[config.mk]
export PLATFORM = sky130hd
export DESIGN_NAME = nor_latch_extractor
export DESIGN_NICKNAME = d
export VERILOG_FILES = /design/src/rtl/nor_latch_extractor.sv
export SDC_FILE = /design/constraint.sdc
export NUM_CORES = 1
export LEC_CHECK = 0
export ABC_AREA = 1
export CAP_MARGIN = 25
export CELL_PAD_IN_SITES_DETAIL_PLACEMENT = 0
export CELL_PAD_IN_SITES_GLOBAL_PLACEMENT = 1
export CORE_MARGIN = 2
export CORE_UTILIZATION = 49
export DETAILED_ROUTE_END_ITERATION = 12
export GPL_ROUTABILITY_DRIVEN = 1
export MAX_ROUTING_LAYER = met4
export PLACE_DENSITY_LB_ADDON = 0.1
export SYNTH_ARGS = -nofsm -noshare
export SYNTH_HDL_FRONTEND = slang
export SYNTH_SLANG_ARGS = --single-unit
[constraint.sdc]
create_clock -name clk -period 6.2 [get_ports clk]
set_input_delay 1.24 -clock clk [delete_from_list [all_inputs] [get_ports clk]]
set_output_delay 1.24 -clock clk [all_outputs]
set_load 0.05 [all_outputs]
[src/rtl/nor_latch_extractor.sv]
// nor_latch_extractor: buffers the NOR gates of a streamed NOR/NOT netlist,
// then scans every NOR pair (i < j, ascending) for cross-coupling and emits
// one SR-latch match record {s, r, q, p} per coupled pair.
//
// Handshakes: a transfer happens on a rising clk edge where valid && ready are
// both high. Once m_valid is raised, it and all m_* data stay stable until
// that transfer. in_ready is high only while loading.
// Internal FSM state is held in the 'state' signal for debug observation.
module nor_latch_extractor #(
    parameter int ID_W  = 8,
    parameter int DEPTH = 16
) (
    input  logic                   clk,
    input  logic                   rst_n,
    input  logic                   in_valid,
    output logic                   in_ready,
    input  logic                   in_type,
    input  logic [ID_W-1:0]        in_a,
    input  logic [ID_W-1:0]        in_b,
    input  logic [ID_W-1:0]        in_y,
    input  logic                   in_last,
    output logic                   m_valid,
    input  logic                   m_ready,
    output logic [ID_W-1:0]        m_s,
    output logic [ID_W-1:0]        m_r,
    output logic [ID_W-1:0]        m_q,
    output logic [ID_W-1:0]        m_p,
    output logic                   done,
    output logic                   overflow,
    output logic [$clog2(DEPTH):0] nor_count
);
    localparam int IW = $clog2(DEPTH);
    localparam int CW = IW + 1;
    localparam logic [CW-1:0] DEPTH_C = CW'(DEPTH);
    localparam logic [CW-1:0] ONE     = CW'(1);
    localparam logic [CW-1:0] TWO     = CW'(2);

    typedef enum logic [1:0] {LOAD, SCAN, EMIT, FINISH} state_t;

    state_t          state;
    logic [CW-1:0]   count;
    logic [CW-1:0]   idx_i;
    logic [CW-1:0]   idx_j;
    logic [ID_W-1:0] tab_a [DEPTH];
    logic [ID_W-1:0] tab_b [DEPTH];
    logic [ID_W-1:0] tab_y [DEPTH];
    logic [DEPTH-1:0] used;

    logic [ID_W-1:0] a_i, b_i, y_i, a_j, b_j, y_j;
    logic [ID_W-1:0] pair_s, pair_r;
    logic            coupled, degenerate, last_j, scan_end, accept, store;
    logic [CW-1:0]   next_i, next_j, count_after;

    assign nor_count = count;

    // Pair evaluation for (idx_i, idx_j) and the next scan position.
    always_comb begin
        a_i        = tab_a[idx_i[IW-1:0]];
        b_i        = tab_b[idx_i[IW-1:0]];
        y_i        = tab_y[idx_i[IW-1:0]];
        a_j        = tab_a[idx_j[IW-1:0]];
        b_j        = tab_b[idx_j[IW-1:0]];
        y_j        = tab_y[idx_j[IW-1:0]];
        // A gate whose both inputs are the partner's output is not a latch half.
        degenerate = ((a_i == b_i) && (b_i == y_j)) || ((a_j == b_j) && (b_j == y_i));
        coupled    = ((y_i == a_j) || (y_i == b_j)) && ((y_j == a_i) || (y_j == b_i)) &&
                     !used[idx_i[IW-1:0]] && !used[idx_j[IW-1:0]] && !degenerate;
        // The set/reset input is the one not fed back; prefer A when both qualify.
        pair_s     = (a_i != y_j) ? a_i : b_i;
        pair_r     = (a_j != y_i) ? a_j : b_j;
        last_j     = ((idx_j + ONE) == count);
        next_i     = last_j ? (idx_i + ONE) : idx_i;
        next_j     = last_j ? (idx_i + TWO) : (idx_j + ONE);
        scan_end   = (next_i == (count - ONE));
        accept     = in_valid && in_ready;
        store      = accept && in_type && (count < DEPTH_C);
        count_after = store ? (count + ONE) : count;
    end

    // Load / scan / emit / finish sequencing with registered outputs.
    always_ff @(posedge clk or negedge rst_n) begin
        if (!rst_n) begin
            state    <= LOAD;
            count    <= '0;
            idx_i    <= '0;
            idx_j    <= '0;
            used     <= '0;
            in_ready <= 1'b1;
            m_valid  <= 1'b0;
            done     <= 1'b0;
            overflow <= 1'b0;
            m_s      <= '0;
            m_r      <= '0;
            m_q      <= '0;
            m_p      <= '0;
            for (int k = 0; k < DEPTH; k++) begin
                tab_a[k] <= '0;
                tab_b[k] <= '0;
                tab_y[k] <= '0;
            end
        end else begin
            case (state)
                LOAD: begin
                    if (accept) begin
                        if (store) begin
                            tab_a[count[IW-1:0]] <= in_a;
                            tab_b[count[IW-1:0]] <= in_b;
                            tab_y[count[IW-1:0]] <= in_y;
                            count <= count + ONE;
                        end else if (in_type) begin
                            overflow <= 1'b1;
                        end
                        if (in_last) begin
                            idx_i    <= '0;
                            idx_j    <= ONE;
                            in_ready <= 1'b0;
                            if (count_after < TWO) begin
                                state <= FINISH;
                                done  <= 1'b1;
                            end else begin
                                state <= SCAN;
                            end
                        end
                    end
                end
                SCAN: begin
                    idx_i <= next_i;
                    idx_j <= next_j;
                    if (coupled) begin
                        m_s <= pair_s;
                        m_r <= pair_r;
                        m_q <= y_j;
                        m_p <= y_i;
                        used[idx_i[IW-1:0]] <= 1'b1;
                        used[idx_j[IW-1:0]] <= 1'b1;
                        m_valid <= 1'b1;
                        state   <= EMIT;
                    end else if (scan_end) begin
                        state <= FINISH;
                        done  <= 1'b1;
                    end
                end
                EMIT: begin
                    if (m_ready) begin
                        m_valid <= 1'b0;
                        // Indices already point past the emitted pair.
                        if (idx_i == (count - ONE)) begin
                            state <= FINISH;
                            done  <= 1'b1;
                        end else begin
                            state <= SCAN;
                        end
                    end
                end
                FINISH: begin
                    done     <= 1'b0;
                    count    <= '0;
                    used     <= '0;
                    overflow <= 1'b0;
                    in_ready <= 1'b1;
                    state    <= LOAD;
                end
                default: state <= LOAD;
            endcase
        end
    end
endmodule

==> run summary <==
clk sinks = 453
crit path cell chain = clkinv_2 -> buf_4 -> buf_4 -> nand2_1 -> nand3_1 -> nand2_1 -> nand2_1 -> nand2_1 -> nor2_1 -> nand2_1 -> nand2_1 -> nand2_1 -> nor2_1 -> nand2_2 -> nand2_1 -> nand2_1 -> nor2_2 -> nand3_4 -> nand2_2 -> nand3_1 -> nand2_1
leading post-synthesis cells by cell area = dfrtp_1, nand2_1, o21ai_0, inv_1, nor2_1
Max FO, Critical Path = 35
# setup viols final = 0
post-route setup TNS = 0 ns
Worst VDD drop = 0.000307 V
Post-synth ARST share = 1.00
layout cells sized above 1 = 0.0538
max-slew violations = 0
dpl hpwl = 60.1 mm
Seq. cell area = 0.0114 mm^2
Final Hold Vio Count = 0
top_reg_cell synth = dfrtp_1
io pins = 71
worst-case reg-to-reg path depth = 21
initial antenna violation count = 1
Clock H-tree levels = 2
# diodes = 0
Setup CP Type = reg2reg
clk buf depth = 3
Setup crit end kind = flop
hold endpoint = done$_DFFE_PN0P_
Synth Area per Inst = 6.62 um^2
core area = 0.0562 mm^2
WL/cell = 20.0 um
WL final = 97.7 mm
Syn Nets = 4232
Die Span X = 242 um
total CTS buffers = 53
total power divided by cell area = 442 mW/mm^2
switching pwr = 6.36 mW
Cell variety after synth = 42
routed vias/inst = 5.42
R2R Setup Slk = 1.62 ns
multi-input logic area = 0.0134 mm^2
uppermost layer routed = met4
P_int = 7.09 mW
Req. time, crit path = 6.74 ns
First-pass DRT Iterations = 6
Crit Reg-Reg Endpoint = used[4]$_DFFE_PN0P_
CTS resizes = 0
Finished Core Util = 0.541
fin crit share = 0.738
CP max stage cell = clkinv_2
hold path cells = 2
GRT overflow = 0
wire length on met1 = 44.0 mm
Synth Instances = 4184
Max-Cap Viols = 0
Comb power frac = 0.486
total power = 13.4 mW
Flop pwr share = 0.269
startpoint types = flop
standard-cell rows = 87
arrival time at the worst endpoint = 5.12 ns
Inst Count DP = 4786
Synth Warn # = 0
Setup Skew = 0.0299 ns
minimum clock period = 4.58 ns
post-synth top area share = 0.408
worst slew margin relative to its limit = 0.246
Hold Path Class = reg2reg
Placer Congestion = 0.963
Yosys reg bits = 453
Total GRT Usage = 0.345
Initial Util = 0.493
Clk pwr share = 0.245
switch share = 0.473
post-synthesis sequential area ratio = 0.409
Chip Height = 242 um
CTS root buffer = clkbuf_16
CTS clk-pin slew, worst paths = 0.07 ns
Met2 Wirelength = 43.5 mm
Max Clk Rate = 219 MHz
outcome = finished clean
Die Area = 0.0584 mm^2
Post-DRT Antenna Nets = 0
RSZ-0062 raised after global routing = no
global-route wire length before repair = 151 mm
synthesis-to-finish area growth = 9.79%
# DRC = 0
Fin Hold WS = 0.472 ns
hold_buf cts = 0
reg2reg start = idx_i[0]$_DFFE_PN0P_
mapped cell area = 0.0277 mm^2
CTS tree = done
post-CTS setup buffer count = 0
vias in the first global route = 24200
nets@finish = 4133
Hold Path Origin = done$_DFFE_PN0P_
post-route non-filler standard cell count = 4885
Post-synth EDFFs = 0
leakage = 15.3 nW
Detailed Route Iter0 Violations = 2982
CP most frequent cell = nand2_1
CP max stage delay = 0.53 ns
largest net degree at the start of global routing = 161
Port Buffers = 70
FILL cells = 5682
clk_lat worst skew = 0.63 ns
Met3 Wirelength = 7.59 mm
routed via count = 26500
Synth area leader = dfrtp_1
Worst-Margin Slew = 1.13 ns
## cell usage after synthesis, types with 2 or more instances
| cell | number |
|---|---|
| nand2_1 | 1735 |
| o21ai_0 | 501 |
| dfrtp_1 | 452 |
| inv_1 | 417 |
| nor2_1 | 278 |
| nand3_1 | 184 |
| clkbuf_1 | 132 |
| o211ai_1 | 111 |
| buf_2 | 98 |
| a21oi_1 | 56 |
| o21ai_1 | 30 |
| buf_4 | 25 |
| buf_6 | 18 |
| ha_1 | 18 |
| o21ai_2 | 18 |
| nand4_1 | 17 |
| inv_2 | 14 |
| xor2_1 | 13 |
| o22ai_1 | 11 |
| nor2_2 | 10 |
| a221o_1 | 9 |
| o221ai_1 | 6 |
| nand2_2 | 3 |
| nand3_2 | 3 |
| nor2_4 | 3 |
| xnor2_1 | 3 |
| buf_1 | 2 |
| nor3_1 | 2 |
| or2_2 | 2 |
## cells by family (layout without fill, tap and decap cells)
kind of cell	Yosys count	in the layout	synth area share
AND/OR/NAND/NOR	2239	2239	0.317
AO/OA/AOI/OAI	747	747	0.151
buffers and inverters	710	655	0.109
flip-flops	453	453	0.409
adder cells (fa/ha/maj)	18	18	0.00813
XOR/XNOR	17	17	0.00565
## registers in the layout, indices dropped and copies added (netlist names)
register   cells
tab_a        128
tab_b        128
tab_y        128
used          16
m_p            8
m_q            8
m_r            8
m_s            8
idx_i          5
idx_j          5
nor_count      5
state          2
done           1
in_ready       1
m_valid        1
overflow       1
## metrics by stage
stage               area, um^2  setup WS (ns)
floorplan                27700           3.12
global route             30400           1.29
global placement         28600           1.50
CTS                      30400           1.71
finish                   30400           1.62
detailed placement       28600           1.48
## routing by layer
| metal | vias to the layer above | track usage |
|---|---|---|
| met5 | - | - |
| met4 | 0 | 0.0971 |
| met3 | 157 | 0.0468 |
| met2 | 956 | 0.521 |
| met1 | 12500 | 0.486 |
| li1 | 12900 | - |
## critical path, delay by kind of cell, from the launching register on
| kind | cells | cell delay, ns |
|---|---|---|
| buffers and inverters | 3 | 1.34 |
| DFF | 1 | 0.51 |
| and+or+nand+nor | 18 | 2.55 |
## layout make-up
| type | instances | area share |
|---|---|---|
| well taps | 756 | 0.0311 |
| clock inverters | 26 | 0.00910 |
| inverters | 434 | 0.0539 |
| clock buffers | 73 | 0.0508 |
| multi-input cells | 3021 | 0.441 |
| repair buffers | 122 | 0.0406 |
| flip-flops and latches | 453 | 0.373 |
## cell usage in the layout, fill, tap and decap left out, drive strengths merged, types with 13 or more instances in the layout
cell type	count
nor2	291
clkinv	20
inv	431
clkdlybuf4s50	69
nand3	187
o21ai	549
a21oi	56
ha	18
o211ai	111
clkbuf	73
buf	53
nand2	1738
xor2	13
nand4	17
dfrtp	452
## power groups by stage
stage,Combinational [mW],Sequential [mW],Clock (mW)
after floorplan,4.18,3.81,0
after CTS,6.41,3.61,3.34
after global routing,7.18,3.66,3.46
after global placement,6.38,3.66,0
final,6.54,3.61,3.30
after detailed placement,6.39,3.65,0
## worst max-delay path by stage
stage | startpoint | to | slack [ns] | cells past startpoint
floorplan | in_valid | tab_a[61]$_DFFE_PN0P_ | 3.12 | 13
global placement | in_valid | tab_b[42]$_DFFE_PN0P_ | 1.50 | 13
detailed placement | in_valid | tab_b[47]$_DFFE_PN0P_ | 1.48 | 13
CTS | idx_i[0]$_DFFE_PN0P_ | used[9]$_DFFE_PN0P_ | 1.71 | 21
global route | idx_i[0]$_DFFE_PN0P_ | used[4]$_DFFE_PN0P_ | 1.29 | 21
finish | idx_i[0]$_DFFE_PN0P_ | used[4]$_DFFE_PN0P_ | 1.62 | 21
No activity file was read; power rests on OpenSTA's default activity.
